<file path="src/rtl/friscv_dcache_fetcher.sv">
// Data-cache read fetcher: serves one master read at a time from a cache hit or a memory fetch, filling on clean misses.
// Latency: hit answers 2 cycles after AR handshake; misses/IO wait for pending writes, then memory. Backpressure: arready only in IDLE, response held until rready.
module friscv_dcache_fetcher #(
   parameter int XLEN = 32,
   parameter int AXI_ADDR_W = 32,
   parameter int AXI_ID_W = 8,
   parameter logic [AXI_ID_W-1:0] AXI_ID_MASK = 'h10,
   parameter int CACHE_BLOCK_W = 128,
   parameter int IO_REGION_NUMBER = 1,
   parameter logic [IO_REGION_NUMBER*2*AXI_ADDR_W-1:0] IO_MAP = 64'h001000FF_00100000
)(
   input  logic                     aclk,
   input  logic                     aresetn,
   input  logic                     srst,
   input  logic                     pending_wr,
   output logic                     pending_rd,
   input  logic                     mst_arvalid,
   output logic                     mst_arready,
   input  logic [AXI_ADDR_W-1:0]    mst_araddr,
   input  logic [AXI_ID_W-1:0]      mst_arid,
   output logic                     mst_rvalid,
   input  logic                     mst_rready,
   output logic [XLEN-1:0]          mst_rdata,
   output logic [AXI_ID_W-1:0]      mst_rid,
   output logic [1:0]               mst_rresp,
   output logic                     cache_ren,
   output logic [AXI_ADDR_W-1:0]    cache_raddr,
   input  logic                     cache_hit,
   input  logic                     cache_miss,
   input  logic [CACHE_BLOCK_W-1:0] cache_rdata,
   output logic                     cache_wen,
   output logic [AXI_ADDR_W-1:0]    cache_waddr,
   output logic [CACHE_BLOCK_W-1:0] cache_wdata,
   output logic                     memctrl_arvalid,
   input  logic                     memctrl_arready,
   output logic [AXI_ADDR_W-1:0]    memctrl_araddr,
   output logic [2:0]               memctrl_arprot,
   output logic [AXI_ID_W-1:0]      memctrl_arid,
   input  logic                     memctrl_rvalid,
   output logic                     memctrl_rready,
   input  logic [CACHE_BLOCK_W-1:0] memctrl_rdata,
   input  logic [AXI_ID_W-1:0]      memctrl_rid,
   input  logic [1:0]               memctrl_rresp
);

   localparam int NW   = CACHE_BLOCK_W / XLEN;
   localparam int SELW = (NW > 1) ? $clog2(NW) : 1;
   localparam int WOFF = $clog2(XLEN / 8);
   localparam int BOFF = $clog2(CACHE_BLOCK_W / 8);

   typedef enum logic [2:0] {IDLE, LOOKUP, WAIT_WR, MEM_REQ, MEM_WAIT, RESP} state_t;

   state_t                   state, state_nxt;
   logic [AXI_ADDR_W-1:0]    addr_q;
   logic [AXI_ID_W-1:0]      id_q;
   logic                     io_q;
   logic [XLEN-1:0]          rdata_q;
   logic [AXI_ID_W-1:0]      rid_q;
   logic [1:0]               rresp_q;
   logic                     wen_q;
   logic [AXI_ADDR_W-1:0]    waddr_q;
   logic [CACHE_BLOCK_W-1:0] wdata_q;
   logic                     hs_io;
   logic                     lookup_hit;
   logic                     lookup_miss;
   logic [AXI_ADDR_W-1:0]    aligned_addr;
   logic                     unused_rid;

   function automatic logic is_io(input logic [AXI_ADDR_W-1:0] addr);
      is_io = 1'b0;
      for (int r = 0; r < IO_REGION_NUMBER; r++)
         if (addr >= IO_MAP[r*2*AXI_ADDR_W +: AXI_ADDR_W] &&
             addr <= IO_MAP[r*2*AXI_ADDR_W+AXI_ADDR_W +: AXI_ADDR_W])
            is_io = 1'b1;
   endfunction

   function automatic logic [XLEN-1:0] pick_word(input logic [CACHE_BLOCK_W-1:0] blk,
                                                 input logic [AXI_ADDR_W-1:0] addr);
      logic [SELW-1:0] idx;
      pick_word = '0;
      idx = addr[WOFF +: SELW];
      for (int i = 0; i < NW; i++)
         if (NW == 1 || idx == SELW'(i))
            pick_word = blk[i*XLEN +: XLEN];
   endfunction

   assign hs_io        = is_io(mst_araddr);
   // Both strobes together is resolved as a miss so the line gets refetched.
   assign lookup_miss  = cache_miss;
   assign lookup_hit   = cache_hit & ~cache_miss;
   assign aligned_addr = {addr_q[AXI_ADDR_W-1:BOFF], {BOFF{1'b0}}};
   assign unused_rid   = ^memctrl_rid;

   always_comb begin
      state_nxt = state;
      case (state)
         IDLE:     if (mst_arvalid) state_nxt = hs_io ? WAIT_WR : LOOKUP;
         LOOKUP:   if (lookup_miss) state_nxt = WAIT_WR;
                   else if (lookup_hit) state_nxt = RESP;
         WAIT_WR:  if (!pending_wr) state_nxt = MEM_REQ;
         MEM_REQ:  if (memctrl_arready) state_nxt = MEM_WAIT;
         MEM_WAIT: if (memctrl_rvalid) state_nxt = RESP;
         RESP:     if (mst_rready) state_nxt = IDLE;
         default:  state_nxt = IDLE;
      endcase
   end

   always_ff @(posedge aclk or negedge aresetn) begin
      if (!aresetn) begin
         state   <= IDLE;
         addr_q  <= '0;
         id_q    <= '0;
         io_q    <= 1'b0;
         rdata_q <= '0;
         rid_q   <= '0;
         rresp_q <= '0;
         wen_q   <= 1'b0;
         waddr_q <= '0;
         wdata_q <= '0;
      end else if (srst) begin
         state   <= IDLE;
         addr_q  <= '0;
         id_q    <= '0;
         io_q    <= 1'b0;
         rdata_q <= '0;
         rid_q   <= '0;
         rresp_q <= '0;
         wen_q   <= 1'b0;
         waddr_q <= '0;
         wdata_q <= '0;
      end else begin
         state <= state_nxt;
         wen_q <= 1'b0;
         case (state)
            IDLE: if (mst_arvalid) begin
               addr_q <= mst_araddr;
               id_q   <= mst_arid;
               io_q   <= hs_io;
            end
            LOOKUP: if (lookup_hit) begin
               rdata_q <= pick_word(cache_rdata, addr_q);
               rid_q   <= id_q;
               rresp_q <= 2'b00;
            end
            MEM_WAIT: if (memctrl_rvalid) begin
               rdata_q <= pick_word(memctrl_rdata, addr_q);
               rid_q   <= id_q;
               rresp_q <= memctrl_rresp;
               // Only clean, cacheable blocks are allowed into the cache.
               if (!io_q && memctrl_rresp == 2'b00) begin
                  wen_q   <= 1'b1;
                  waddr_q <= aligned_addr;
                  wdata_q <= memctrl_rdata;
               end
            end
            default: ;
         endcase
      end
   end

   assign mst_arready     = (state == IDLE);
   assign cache_ren       = (state == IDLE) & mst_arvalid & ~hs_io;
   assign cache_raddr     = cache_ren ? mst_araddr : '0;
   assign memctrl_arvalid = (state == MEM_REQ);
   assign memctrl_araddr  = memctrl_arvalid ? (io_q ? addr_q : aligned_addr) : '0;
   assign memctrl_arid    = memctrl_arvalid ? (id_q | AXI_ID_MASK) : '0;
   assign memctrl_arprot  = 3'b000;
   assign memctrl_rready  = 1'b1;
   assign mst_rvalid      = (state == RESP);
   assign mst_rdata       = rdata_q;
   assign mst_rid         = rid_q;
   assign mst_rresp       = rresp_q;
   assign cache_wen       = wen_q;
   assign cache_waddr     = waddr_q;
   assign cache_wdata     = wdata_q;
   assign pending_rd      = (state == MEM_REQ) | (state == MEM_WAIT) | wen_q;

endmodule
</file>
<file path="config.mk">
export PLATFORM = sky130hd
export DESIGN_NAME = friscv_dcache_fetcher
export DESIGN_NICKNAME = d
export VERILOG_FILES = /design/src/rtl/friscv_dcache_fetcher.sv
export SDC_FILE = /design/constraint.sdc
export NUM_CORES = 1
export LEC_CHECK = 0
export CAP_MARGIN = 10
export CORE_AREA = 2 2 234 236
export CTS_BUF_LIST = sky130_fd_sc_hd__clkbuf_8
export DETAILED_ROUTE_END_ITERATION = 10
export DIE_AREA = 0 0 236 238
export PLACE_DENSITY_LB_ADDON = 0.25
export SYNTH_ARGS = -nofsm -noshare
export SYNTH_HDL_FRONTEND = slang
export SYNTH_SLANG_ARGS = --single-unit
</file>
<file path="constraint.sdc">
create_clock -name aclk -period 2.65 [get_ports aclk]
set_input_delay 0.265 -clock aclk [delete_from_list [all_inputs] [get_ports aclk]]
set_output_delay 0.265 -clock aclk [all_outputs]
set_load 0.02 [all_outputs]
</file>
Yosys cells after proc, flatten, opt, wreduce, memory -nomap -nowiden
Index checks and enable logic that the tools add are counted.

word-level totals
  register bits = 247
  bits of input ports = 316
  output and inout bits = 284
  logic and storage cells = 106

cells by class
  order comparisons = 2
  eq/ne operators = 15
  muxes and demuxes = 56
  bitwise logic cells = 7
  reduce and logical (&&, ||, !) cells = 16

operators with widths
  kind                                                                 count
  2-to-1 mux 32 bit                                                    20
  2-to-1 mux 128 bit                                                   4
  one-hot mux 32 bit (2 select lines)                                  1
  2-to-1 mux 8 bit                                                     7
  greater-or-equal comparator 32 x 21 -> 1 bit, second input constant  1
  <= comparator 32 x 21 -> 1 bit, second input constant                1
  2-to-1 mux 3 bit                                                     8
  one-hot mux 3 bit (6 select lines)                                   1
  one-hot mux 8 bit (2 select lines)                                   1
  inequality test 3 bit, second input constant                         4
  nonzero test 2 bit                                                   5
  2-to-1 mux 1 bit                                                     8
  2-to-1 mux 2 bit                                                     4
  == test 3 x 2 -> 1 bit, second input constant                        2
  == test 3 bit, second input constant                                 2
  inequality test 3 x 2 -> 1 bit, second input constant                2
  AND reduction 3 bit                                                  2
  AND reduction 6 bit                                                  1
  == test 2 bit, second input constant                                 2
  zero test 2 bit                                                      2
  2-to-1 mux 4 bit                                                     1
  inequality test 4 bit, second input constant                         1
  one-hot mux 2 bit (2 select lines)                                   1
  AND 1 bit                                                            3
  other kinds (9)                                                      12

Logic depth before layout (Yosys ltp)
Gate-level depths: netlist of run 1.

  depth after elaboration = 8
  depth in mapped cells = 8
  mapped depth without buffers = 4

Worst setup path after synthesis of run 1
OpenSTA, ideal clock, no wires.

  kind = register to output
  from = register state[2]
  to = output port cache_raddr[20]
  arrival = 2.104 ns
  path slack = 0.281 ns
  stages on the path, launching flop included = 5
  path through = dfrtp_1 -> nor3_1 -> nand2_1 -> clkbuf_1 -> nor3b_1

on the way
  cells in the longest elaborated chain, start to end = 4

RTL lines
  item                     RTL line  source
  from (decl)              53        state_t state, state_nxt;
  from (signal assigned)   132       state <= state_nxt;
  zero test 3 bit          -
  via mst_arready          18        output logic mst_arready,
  AND 1 bit (2 in series)  162       assign cache_ren = (state == IDLE) & mst_arvalid & ~hs_io;
  2-to-1 mux 32 bit        163       assign cache_raddr = cache_ren ? mst_araddr : '0;
  to (decl)                27        output logic [AXI_ADDR_W-1:0] cache_raddr,

The timed path passes the listed nets, and every way through them passes these cells.

Worst setup path after layout of run 1
  from = register state[2]
  to = output port pending_rd

on the way
  cells in the longest elaborated chain, start to end = 3

RTL lines
  item                                                     RTL line  source
  == test 3 x 2 -> 1 bit or == test 3 bit (tied branches)  176       assign pending_rd = (state == MEM_REQ) | (state == MEM_WAIT) | wen_q;
  bitwise OR 1 bit (*) (2 in series)                       176
  to (decl)                                                16        output logic pending_rd,

Mark *: on every way between the ends. The rest lies on a longest branch, timed or not.

==> run summary, run 1 <==
The core region is 53,500 µm². For the number of warnings issued by yosys, the log shows 0. The kind of end point of the critical path was an output pin.

The tools report the hold violation total from the final report as 0. The completed layout was analyzed and its total power is 11.53 mW. In this run the deepest clock path goes through 3 buffers. In this run the critical register-to-register path is launched from state[2]. The post-synthesis cell count was 967. The cell count of the worst hold path was 3; the ratio of final minimum period to clock period was 95.14%. For this run, the leading register cell type out of synthesis is dfrtp_1. For the arrival time at the worst endpoint, the log shows 2.26 ns. The total power density per cell area is 601.1 nW/µm², and the worst setup slack before clock tree synthesis is 0.05444 ns.

The data required time at the worst endpoint is 2.38 ns, and the area growth from synthesis to layout is 68.20%. The worst-case clock skew was 0.01480 ns; the number of flops mapped to enable cells by yosys was 0. The leakage power figure was 8.456 nW; the layout net count was 1,872.

Of all nets on the critical path, the largest fanout is 27. The number of antenna violations at the first check in global routing was 3; the number of sinks handled by clock tree synthesis was 243. Clock tree synthesis selected as its root buffer the cell clkbuf_8.

Wires add up to 51,270 µm. For the number of distinct library cells after synthesis, the log shows 40. The tools report the category of the worst setup path launch point as a register. After detailed routing, the number of remaining DRC violations is 0. The clock-pin transition on the worst setup and hold timing paths works out to 0.07 ns. The run gives 56,170 µm² as the overall die area.

The path category of the worst min-delay check was in -> reg. The worst vdd rail ir drop is 259.6 µV. The number of rows created at floorplan was 85.

Horizontal die dimension: 236 µm. Counting flops and latches in the post-synthesis netlist gives 243. Port buffering added 583 buffers.

The number of DRC markers after the initial detailed-route iteration was 539. Counting the buffers created by CTS gives 45. The starting density of the core is 21.31%, and the global router's overall resource usage is 17.85%. Setup repair after global routing left no endpoint under its margin.

The H-tree generated during clock tree synthesis spans 2 levels. Largest net degree at the start of global routing: 78. The number of global-route vias before repair is 11,480, and the setup slack on the worst flop-to-flop path is 0.41 ns. Setup violations remaining at the end of the flow were counted as 0. For this run the aggregate overflow at the end of global routing stands at 0. For the pin with the worst max-slew slack, the measured transition is 0.6896 ns.

The worst register-to-register path has a depth of 5. In this run the remaining antenna-violating nets after routing total 0. Category of the critical setup timing path: reg -> out. The clock period could shrink to 2.521 ns.

The tool flagged a number of max-cap violations equal to 0. In the final routed layout, each cell accounts on average for 22.43 µm. The clock network latency to the later pin of the worst-skew pair is 0.58 ns, and the total standard cell area after synthesis is 11,400 µm². Sequential elements use 53.35% of the synthesized area. The flow ran to the end, and the final reports show no timing, DRC or antenna violations.

TritonCTS built the clock tree. The proportion of synthesized flip-flops having asynchronous set or reset was 100.0%. Number of ports placed on the die boundary: 600.

In this run the tightest slew margin relative to its limit is 54.03%. Across all setup checks in the final design, the least slack found is 0.1288 ns. The first detailed-routing pass ran for 4 iterations.

The share of layout cells above drive strength 1 was 12.47%. Averaged over all synthesized cells, the footprint is 11.79 µm². In this run the worst setup path begins at state[2]. The via density per instance is 4.638. The placer congestion estimate was 0.9166; the detailed placer's ending HPWL was 37,630 µm. The logs give 396.6 MHz for the fmax and 75,610 µm for the wire length of the first global-routing pass. The die height came out at 238 µm. The overall via count from detail_route was 10,600; the count of final max-slew check failures was 0. Adding up every negative setup slack in the final design gives 0 ns.

The tools report the hold path startpoint as srst.
cell families after synthesis:
logic type / after synthesis / share of synthesized area, %
AOI/OAI and AO/OA: 277 / 17.90
muxes: 72 / 13.35
buffers and inverters: 126 / 5.181
other: 2 / 0.06589
and+or+nand+nor: 247 / 10.15
DFF: 243 / 53.35
report_power, final:
group | internal (mW) | switching (mW) | leakage (nW)
clock network | 2.15 | 1.69 | 0.537
registers | 3.97 | 0.179 | 3.36
logic | 1.62 | 1.92 | 4.56
metrics by stage:
stage                     std cells  hold slack [ns]  area (µm²)  util (%)
after floorplan                 973         -0.03059       11420         -
after global placement         2204           0.3093       18300     34.21
after detailed placement       2204           0.3117       18300     34.21
after CTS                      2284          0.05130       19170     35.83
after global routing           2286          0.07183       19170     35.84
final                          2286           0.1167       19170     35.84
cell usage after synthesis, drive strengths merged (5+ instances only):
library cell,number,area share (%)
a21oi,46,2.0
nor2,21,0.69
dfrtp,243,53
nand2,149,4.9
mux2i,8,0.70
clkbuf,50,1.6
nand2b,5,0.27
mux4,64,13
a22o,156,12
buf,50,2.7
inv,26,0.86
and2,37,2.0
o21ai,34,1.5
a31oi,34,1.9
layout make-up:
cell class              instances  area [µm²]
diodes                          2       5.005
clock buffers                  58       798.3
clock inverters                21       140.1
fillers                      5425       34320
inverters                      26       97.59
multi-input cells             604        4788
flip-flops and latches        243        6088
well taps                     696       870.8
repair buffers                636        6384
repair_timing:
action	4_1_cts	5_1_grt
resized for setup	78	8
setup buffers	0	0
hold buffers	1	0
hold endpoints to repair	69	0
pin swaps	0	0
setup endpoints to repair	75	6
routing by layer:
layer | share of wire [%] | vias to the layer above | GRT usage (%) | wire, µm
met5 | 0.020 | - | 0 | 10
met3 | 7.3 | 88 | 5.009 | 3740
met1 | 41 | 5353 | 22.12 | 20970
met2 | 49 | 428 | 30.08 | 25240
met4 | 2.5 | 2 | 5.655 | 1306
li1 | - | 4732 | - | -
layout by cell type, fill, tap and decap left out, types with 3 or more instances in the layout:
master,netlist,routed
clkdlybuf4s50_1,0,506
dfrtp_1,243,241
a22o_1,156,156
nand2_1,149,149
dlygate4sd2_1,0,70
mux4_2,64,64
clkbuf_8,0,58
a21oi_1,46,45
inv_1,26,37
and2_1,37,36
o21ai_0,34,34
a31oi_1,34,34
buf_4,22,31
nor2_1,21,20
buf_12,0,19
mux2i_1,8,8
conb_1,2,8
clkinv_2,0,7
nand2b_1,5,5
and3_1,4,4
nand3_1,4,4
nor4_1,3,3
nand3b_1,3,3
clkdlybuf4s15_1,0,3
registers in the layout, summed over array words and instances (netlist names):
signal	flops
cache_waddr	28
mst_rresp	2
mst_rid	8
cache_wen	1
cache_wdata	128
addr_q	32
id_q	8
state	3
mst_rdata	32
io_q	1
worst paths after layout:
path	to
setup / recovery	pending_rd
hold / removal	state[0]
setup reg to reg	cache_wdata[22]
hold reg to reg	cache_wdata[0]
max in group asynchronous	mst_rdata[29]
min in group asynchronous	cache_wdata[70]
worst max-delay path, cell delays in order (launching register included):
cell           delay, ns
dfrtp_1             0.40
buf_6               0.17
and3b_1             0.23
buf_12              0.17
or3_1               0.34
dlygate4sd2_1       0.35
(Power assumes the default switching activity.)
==> run 2: changes to the inputs <==
- CAP_MARGIN: 10 -> not set
==> results of run 2 <==
Final layout, timing and power as in run 1 (identical DEF).
